<file path="config.mk">
export PLATFORM = sky130hd
export DESIGN_NAME = xbar_frame_sequencer
export DESIGN_NICKNAME = d
export VERILOG_FILES = /design/src/rtl/xbar_frame_sequencer.sv
export SDC_FILE = /design/constraint.sdc
export NUM_CORES = 1
export LEC_CHECK = 0
export CORE_MARGIN = 2
export CORE_UTILIZATION = 42
export CTS_CLUSTER_DIAMETER = 40
export CTS_CLUSTER_SIZE = 25
export DETAILED_ROUTE_END_ITERATION = 7
export GPL_TIMING_DRIVEN = 0
export HOLD_SLACK_MARGIN = 0.05
export PLACE_DENSITY = 0.78
export SYNTH_ARGS = -nofsm -noshare
export SYNTH_HDL_FRONTEND = slang
export SYNTH_SLANG_ARGS = --single-unit
</file>
<file path="constraint.sdc">
create_clock -name clk -period 1.88 [get_ports clk]
set_clock_uncertainty 0.15 [all_clocks]
set_input_delay 0.282 -clock clk [delete_from_list [all_inputs] [get_ports clk]]
set_output_delay 0.282 -clock clk [all_outputs]
set_load 0.005 [all_outputs]
</file>
<file path="src/rtl/xbar_frame_sequencer.sv">
// Frame/slot sequencer for the crossbar input stage: symbol strobe, slot/phase/bank steering and idle-bank read sweep.
// Define XBAR_SEQ_OVERRUN_EN to enable the sticky overrun flag and its 8-bit saturating debug counter.
module xbar_frame_sequencer #(
    parameter int PORTS = 8,
    parameter int SLOTS = 4,
    parameter int DIV   = 10
) (
    input  logic                             clk,
    input  logic                             rst,
    input  logic                             run,
    output logic                             clk10,
    output logic [$clog2(SLOTS)-1:0]         running_slot,
    output logic                             header_present,
    output logic                             bank_sel,
    output logic [$clog2(PORTS*SLOTS)-1:0]   mux_sel,
    output logic                             rd_valid,
    input  logic                             rd_ready,
    output logic                             frame_done,
    output logic                             overrun
);

    localparam int SW = $clog2(SLOTS);
    localparam int MW = $clog2(PORTS*SLOTS);
    localparam int DW = $clog2(DIV);

    typedef enum logic [1:0] {
        IDLE = 2'd0,
        HDR  = 2'd1,
        PAY  = 2'd2
    } state_t;

    state_t        state;
    state_t        state_nxt;
    logic [DW-1:0] div_cnt;
    logic          slot_last;
    logic          phase_end;
    logic          boundary;
    logic          sweep_last;

    // Strobe and boundary are decoded from registered state, so they are
    // high in the cycle the memory samples the current slot/phase/bank.
    assign clk10          = (div_cnt == DW'(DIV-1)) && (state != IDLE);
    assign slot_last      = (running_slot == SW'(SLOTS-1));
    assign phase_end      = clk10 && slot_last;
    assign boundary       = phase_end && (state == PAY);
    assign frame_done     = boundary;
    assign header_present = (state == PAY);
    assign sweep_last     = (mux_sel == MW'(PORTS*SLOTS-1));

    // NOTE: every always_comb output gets a default first so no path leaves it unassigned (no latch).
    always_comb begin
        state_nxt = state;
        unique case (state)
            IDLE:    if (run)       state_nxt = HDR;
            HDR:     if (phase_end) state_nxt = PAY;
            PAY:     if (phase_end) state_nxt = run ? HDR : IDLE;
            default: state_nxt = IDLE;
        endcase
    end

    // NOTE: sequential state uses non-blocking assignments so all registers update from pre-edge values.
    always_ff @(posedge clk) begin
        if (rst) begin
            state <= IDLE;
        end else begin
            state <= state_nxt;
        end
    end

    always_ff @(posedge clk) begin
        if (rst) begin
            div_cnt      <= '0;
            running_slot <= '0;
            bank_sel     <= 1'b0;
        end else begin
            if (state == IDLE || clk10) begin
                div_cnt <= '0;
            end else begin
                div_cnt <= div_cnt + DW'(1);
            end
            if (clk10) begin
                running_slot <= slot_last ? '0 : running_slot + SW'(1);
            end
            if (boundary) begin
                bank_sel <= ~bank_sel;
            end
        end
    end

    // A boundary restarts the sweep on the new idle bank even if an accept lands in the same cycle.
    always_ff @(posedge clk) begin
        if (rst) begin
            rd_valid <= 1'b0;
            mux_sel  <= '0;
        end else if (boundary) begin
            rd_valid <= 1'b1;
            mux_sel  <= '0;
        end else if (rd_valid && rd_ready) begin
            if (sweep_last) begin
                rd_valid <= 1'b0;
                mux_sel  <= '0;
            end else begin
                mux_sel  <= mux_sel + MW'(1);
            end
        end
    end

`ifdef XBAR_SEQ_OVERRUN_EN
    logic [7:0] overrun_cnt;

    always_ff @(posedge clk) begin
        if (rst) begin
            overrun_cnt <= 8'd0;
        end else if (boundary && rd_valid && (overrun_cnt != 8'hFF)) begin
            overrun_cnt <= overrun_cnt + 8'd1;
        end
    end

    assign overrun = (overrun_cnt != 8'd0);
`else
    assign overrun = 1'b0;
`endif

endmodule
</file>
==> qor.txt, run 1 <==
=================================================================================
Leading cell types by count after synthesis                          sky130_fd_sc_hd__dfxtp_1 (15), sky130_fd_sc_hd__nor2_1 (10), sky130_fd_sc_hd__a21oi_1 (8)
Via count of the routed design                                                611
Power per cell area                                                   535 mW/mm^2
Launching point of the worst reg2reg path                              mux_sel[0]
Cell with the most instances after synthesis                         sky130_fd_sc_hd__dfxtp_1
Worst Setup Start Kind                                                       flop
Count of mapped cells out of synthesis                                         76
Critical hold path startpoint                                          div_cnt[0]
Worst VDD drop                                                           0.390 mV
Width of the chip                                                         44.7 um
Initial Utilization                                                         45.7%
Post-route antenna net violation count                                          0
Maximum number of pins on one net before global-route repair                    9
Clock tree from TritonCTS                                                    done
Final HPWL DP                                                              941 um
Number of input and output port buffers inserted                               15
Critical path origin                                                   mux_sel[0]
Number of library cell types mapped by synthesis                               28
Cell area after synthesis                                                697 um^2
Critical path arrival                                                     1.86 ns
First-pass GRT wire length                                                2.24 mm
Final critical-path share of the clock period                               96.2%
Cell total after placement                                                    107
Number of optimization iterations in the first detailed-route pass              4
IO Pins                                                                        17
Endpoint required time on the critical path                               1.93 ns
Number of clock sinks                                                          15
Clock transition at the registers of the reported paths                   0.09 ns
Buffer type at the clock tree root                                   sky130_fd_sc_hd__clkbuf_4
Crit path to                                                           mux_sel[2]
Post-layout nets                                                              107
Shortest clock period the worst path allows after layout                  1.81 ns
Std cell rows                                                                  14
P&R area growth vs syn                                                      41.3%
Switching power as a share of total power                                   20.7%
CTS HTree Levels                                                                1
Clock Latency Late Sink                                                   0.27 ns
Via-to-Cell Ratio                                                            5.41
Reg2Reg Capture Point                                                  mux_sel[2]
Reg2Reg Depth                                                                   5
Synth warn                                                                      0
Combinational share of power                                                 5.6%
Sequential cell fraction of total power                                     61.3%
Flip-flop and latch count after synthesis                                      15
CTS buffer count                                                                3
Final Wtd Congestion                                                        0.807
Final instance count without filler cells                                     113
Max-slew violation total from the final report                                  0
Part of the Yosys area used for sequential elements                         43.1%
Core occupancy in the finished layout                                       64.6%
WL per Instance                                                           11.8 um
Cell types with the largest area share after synthesis               sky130_fd_sc_hd__dfxtp_1 (43%), sky130_fd_sc_hd__ha_1 (9.0%), sky130_fd_sc_hd__a21oi_1 (5.7%)
Initial antenna violation count                                                 0
Mapped Nets                                                                    85
Crit-path max FO                                                                6
Main flop type after synthesis                                       sky130_fd_sc_hd__dfxtp_1
Fraction of power consumed by the clock network                             33.0%
Setup slack, reg-to-reg                                                   0.07 ns
Die outline area                                                     0.00200 mm^2
Count of flip-flops with a built-in enable after synthesis                      0
Share of cells above drive strength 1                                       21.6%
Mapped Avg Cell Area                                                    9.17 um^2
Internal Power                                                           0.418 mW
Kind of end point of the critical path                                       flop
Global route overflow                                                           0
Status                                                                  completed
Switch Pwr                                                               0.109 mW
Via count of the first global-routing pass                                    571
Final-layout worst hold slack                                            0.319 ns
CP Class                                                             flop to flop
Leak pwr                                                                 0.389 nW
Share of async-settable or async-resettable flops after synthesis              0%
Total Wirelength                                                          1.33 mm
Total of hold buffers inserted after clock tree synthesis                       0
Total routing resource utilization after global routing                     15.0%
Final hold violations                                                           0
Setup repair after global routing missed its margin                         false
Height of the chip                                                        44.7 um
Total of max-cap violations                                                     0
Number of antenna diodes                                                        0
Hold/Removal Path Class                                              flop to flop
CTS Buffer Depth                                                                2
Count of unresolved DRC violations after routing                                0
Maximum frequency from static timing analysis                           0.553 GHz
Top cell type's share of synthesized area                                   43.1%
Core Region                                                          0.00152 mm^2
Setup violators final                                                           0
Largest area contributor in the netlist                              sky130_fd_sc_hd__dfxtp_1
Number of DRC violations after detailed-routing iteration 0                    11
=================================================================================
==> timing repair <==
action | in CTS | in global routing
resized for setup | 12 | 9
setup endpoints to repair | 4 | 3
pin swaps | 3 | 1
setup buffers | 2 | 0
==> state kept, by name, summed over array words and instances, names as in the netlist <==
register      flops
div_cnt           4
rd_valid          1
bank_sel          1
state             2
mux_sel           5
running_slot      2
==> worst min-delay path by stage <==
stage	depth (start not counted)	to
after floorplan	1	bank_sel
after global placement	1	div_cnt[0]
after detailed placement	1	div_cnt[0]
after CTS	1	div_cnt[0]
after global routing	1	div_cnt[0]
final	1	div_cnt[0]
==> power by group through the flow <==
stage / registers, mW / logic, mW / clock network, mW
2_1_floorplan: 0.331 / 0.0143 / 0
3_3_place_gp: 0.331 / 0.0253 / 0
3_5_place_dp: 0.331 / 0.0261 / 0
4_1_cts: 0.325 / 0.0286 / 0.179
5_1_grt: 0.324 / 0.0332 / 0.197
6_report: 0.323 / 0.0297 / 0.174
==> cell type report <==
cell class	instances	area [um^2]
fillers	125	539
clock buffers	4	26.3
inverters	2	7.51
well taps	16	20.0
flip-flops and latches	15	308
multi-input cells	58	453
plain buffers	1	7.51
repair buffers	17	163
==> critical path, stage by stage, from the launching register on <==
cell and delay [ns]:
sky130_fd_sc_hd__dfxtp_4 0.37, sky130_fd_sc_hd__ha_2 0.20, sky130_fd_sc_hd__and3_4 0.19, sky130_fd_sc_hd__ha_4 0.17
sky130_fd_sc_hd__or4b_1 0.51, sky130_fd_sc_hd__a21oi_1 0.15
==> cells by family (layout without fill, tap and decap cells) <==
| logic type | count (synthesis) | in the layout | synth area share (%) |
|---|---|---|---|
| compound gates | 18 | 18 | 14.9 |
| simple gates | 30 | 30 | 25.0 |
| flops | 15 | 15 | 43.1 |
| other cells | 1 | 1 | 0.538 |
| xor+xnor | 2 | 2 | 2.51 |
| mux | 2 | 2 | 2.87 |
| fa+ha+maj | 5 | 5 | 8.98 |
| buf+inv | 3 | 24 | 2.16 |
==> per-layer routing <==
layer | up-vias | track usage [%] | wire, um
met3 | 2 | 2.40 | 57
met5 | - | 0 | 0
met4 | 0 | 5.45 | 9
li1 | 316 | - | -
met1 | 280 | 17.5 | 616
met2 | 13 | 27.2 | 644
==> placed cells by master, fill, tap and decap left out, types with 2 or more instances in the layout <==
cell type,n
sky130_fd_sc_hd__a21oi_1,7
sky130_fd_sc_hd__buf_4,3
sky130_fd_sc_hd__clkbuf_4,3
sky130_fd_sc_hd__clkdlybuf4s50_1,13
sky130_fd_sc_hd__dfxtp_1,11
sky130_fd_sc_hd__dfxtp_2,3
sky130_fd_sc_hd__dlygate4sd2_1,2
sky130_fd_sc_hd__ha_4,3
sky130_fd_sc_hd__inv_1,2
sky130_fd_sc_hd__mux2i_1,2
sky130_fd_sc_hd__nand2_1,3
sky130_fd_sc_hd__nand3_1,4
sky130_fd_sc_hd__nand3b_1,2
sky130_fd_sc_hd__nor2_1,9
sky130_fd_sc_hd__o21ai_0,5
sky130_fd_sc_hd__or3_1,2
==> metrics by stage <==
stage | setup slack [ns] | instance area (um^2) | setup TNS, ns | power [mW]
2_1_floorplan | 0.0896 | 697 | 0 | 0.345
3_3_place_gp | -0.0373 | 867 | -0.0373 | 0.357
3_5_place_dp | -0.0654 | 867 | -0.0993 | 0.357
4_1_cts | 0.00874 | 948 | 0 | 0.532
5_1_grt | 0.0111 | 985 | 0 | 0.554
6_report | 0.0711 | 985 | 0 | 0.527
Power figures use the tool's default switching activity.
==> run 2, diff against run 1 <==
CORE_UTILIZATION = 50   (was 42)
PLACE_DENSITY = 0.87   (was 0.78)
clock period = 2.1 ns   (was 1.88 ns; I/O delays follow)
==> run 2 against run 1 <==
Wire length is 9.7% higher. Via count is 0.33% higher. Worst setup slack better by 0.099 ns. Register-to-register slack better by 0.099 ns. Worst hold slack better by 0.0081 ns.
==> qor.txt, run 2 (synthesis gave the netlist of run 1 again) <==
=================================================================================
Status                                                                  completed
Fraction of met1 tracks used by global routing                              19.7%   +2.2 points
Total negative slack for setup checks                                        0 ns   unchanged
Via count of the first global-routing pass                                    548   -4.0%
Final-layout worst hold slack                                            0.327 ns   +0.00810 ns
Kind of end point of the critical path                                       flop
Total of hold buffers inserted after clock tree synthesis                       0   unchanged
Area occupied by registers                                               303 um^2   -1.6%
Setup slack, reg-to-reg                                                   0.17 ns   +0.10 ns
Global route overflow                                                           0   unchanged
Shortest clock period the worst path allows after layout                  1.93 ns   +0.121 ns
Worst Setup Start Kind                                                       flop
CP Class                                                             flop to flop
Number of fill cells                                                          101   -19%
Most frequent cells in the layout                                    sky130_fd_sc_hd__dfxtp_1 (13), sky130_fd_sc_hd__clkdlybuf4s50_1 (13), sky130_fd_sc_hd__nor2_1 (9), sky130_fd_sc_hd__a21oi_1 (8), sky130_fd_sc_hd__o21ai_0 (5)
Final critical-path share of the clock period                               91.9%   -4.3 points
Std cell rows                                                                  13   -1
Final hold violations                                                           0   unchanged
Largest registers                                                    mux_sel (5), div_cnt (4)
Maximum frequency from static timing analysis                           0.518 GHz   -6.2%
Leak pwr                                                                 0.406 nW   +4.2%
Multi-input gate area in the final layout                                418 um^2   -7.7%
Minimum setup slack after placement                                      0.120 ns   +0.185 ns
CTS HTree Levels                                                                1   unchanged
Buffer type at the clock tree root                                   sky130_fd_sc_hd__clkbuf_4
Register with the most flip-flops                                         mux_sel
Final HPWL DP                                                             1.09 mm   +16%
Core occupancy in the finished layout                                       72.8%   +8.2 points
Maximum number of pins on one net before global-route repair                    9   unchanged
CTS buffer count                                                                3   unchanged
First-pass GRT wire length                                                2.21 mm   -0.94%
Total of max-cap violations                                                     0   unchanged
Critical path arrival                                                     2.00 ns   +0.14 ns
Setup repair after global routing missed its margin                         false
Clock transition at the registers of the reported paths                   0.08 ns   about the same
Via count of the routed design                                                613   +0.33%
GR met2 Demand/Resource                                                     40.2%   +13 points
Number of antenna diodes                                                        0   unchanged
Die outline area                                                     0.00171 mm^2   -15%
Total power                                                              0.481 mW   -8.8%
Number of clock sinks                                                          15   unchanged
CTS Buffer Depth                                                                2   unchanged
Largest register FFs                                                            5   unchanged
Number of input and output port buffers inserted                               15   unchanged
Max-slew violation total from the final report                                  0   unchanged
Width of the chip                                                         41.3 um   -7.6%
Final Wtd Congestion                                                        0.663   -18%
Total routing resource utilization after global routing                     20.5%   +5.6 points
Number of DRC violations after detailed-routing iteration 0                    14   +3
Number of optimization iterations in the first detailed-route pass              4   unchanged
P&R area growth vs syn                                                      35.9%
Initial Utilization                                                         53.6%   +7.8 points
WL per Instance                                                           13.0 um   +11%
Setup violators final                                                           0   unchanged
Height of the chip                                                        41.3 um   -7.6%
Total Wirelength                                                          1.46 mm   +9.7%
Power per cell area                                                   508 mW/mm^2   -5.1%
Post-route antenna net violation count                                          0   unchanged
Met3 Track Usage GR                                                         3.19%   +0.79 points
Initial antenna violation count                                                 0   unchanged
Worst VDD drop                                                           0.380 mV   -2.4%
Endpoint required time on the critical path                               2.17 ns   +0.24 ns
Share of cells above drive strength 1                                       13.4%   -8.2 points
Core Region                                                          0.00130 mm^2   -15%
Count of unresolved DRC violations after routing                                0   unchanged
Clock Latency Late Sink                                                   0.29 ns   +0.02 ns
Clock tree from TritonCTS                                                    done
Via-to-Cell Ratio                                                            5.47   +1.2%
Grt peak-use layer                                                           met2
Hold/Removal Path Class                                              flop to flop
Min setup slack post-route                                               0.171 ns   +0.0995 ns
Crit-path max FO                                                                6   unchanged
Post-layout nets                                                              107   unchanged
IO Pins                                                                        17   unchanged
=================================================================================
-- run 2: cell count changes in the layout (fill, tap and decap cells not counted), sizes merged --
cell,change
dlygate4sd2,-1
dlymetal6s2s,+1
-- run 2: per-layer routing --
layer	share of wire [%]	vias to the layer above
met5	0	-
met2	52	18
met1	42	279
met3	4.5	3
li1	-	313
met4	1.7	0
-- run 2: stage by stage --
stage          cell area (um^2)  cells
3_3_place_gp                866    106
5_1_grt                     947    112
3_5_place_dp                866    106
2_1_floorplan               697     76
4_1_cts                     945    112
6_report                    947    112
-- run 2: worst max-delay path, stage by stage (launching register included) --
cell                      delay [ns]
sky130_fd_sc_hd__dfxtp_1        0.37
sky130_fd_sc_hd__ha_1           0.23
sky130_fd_sc_hd__and3_1         0.19
sky130_fd_sc_hd__ha_1           0.25
sky130_fd_sc_hd__or4b_1         0.52
sky130_fd_sc_hd__a21oi_1        0.16
-- run 2: final cells by class --
| class | count | share of cell area (%) |
|---|---|---|
| buffer | 1 | 0.793 |
| clock buffer | 4 | 2.77 |
| inverter | 2 | 0.793 |
| multi-input combinational | 58 | 44.1 |
| sequential | 15 | 32.0 |
| tap | 15 | 1.98 |
| timing repair buffer | 17 | 17.6 |
-- run 2: worst paths after layout --
kind / from / endpoint / depth (start not counted)
worst min-delay path: mux_sel[4] / mux_sel[4] / 2
worst max register to register: mux_sel[0] / mux_sel[2] / 5
worst min register to register: mux_sel[4] / mux_sel[4] / 2
worst max-delay path: mux_sel[0] / mux_sel[2] / 5
-- run 2: where the power goes --
part           switching [mW]  internal [mW]  leakage, nW
Clock                  0.0904         0.0739       0.0150
Sequential            0.00377          0.287        0.122
Combinational          0.0117         0.0138        0.269
Total                   0.106          0.375        0.406
-- run 2: timing repair --
item / CTS / global route
endpoints found under the setup margin: 2 / 1
resized for setup: 9 / 1
pin swaps: 1 / 1
setup buffers: 2 / 0
==> run 3, diff against run 2 <==
SLEW_MARGIN = 10   (was not set)
==> results of run 3 <==
The final DEF is identical to that of run 2; final timing and power are the same.
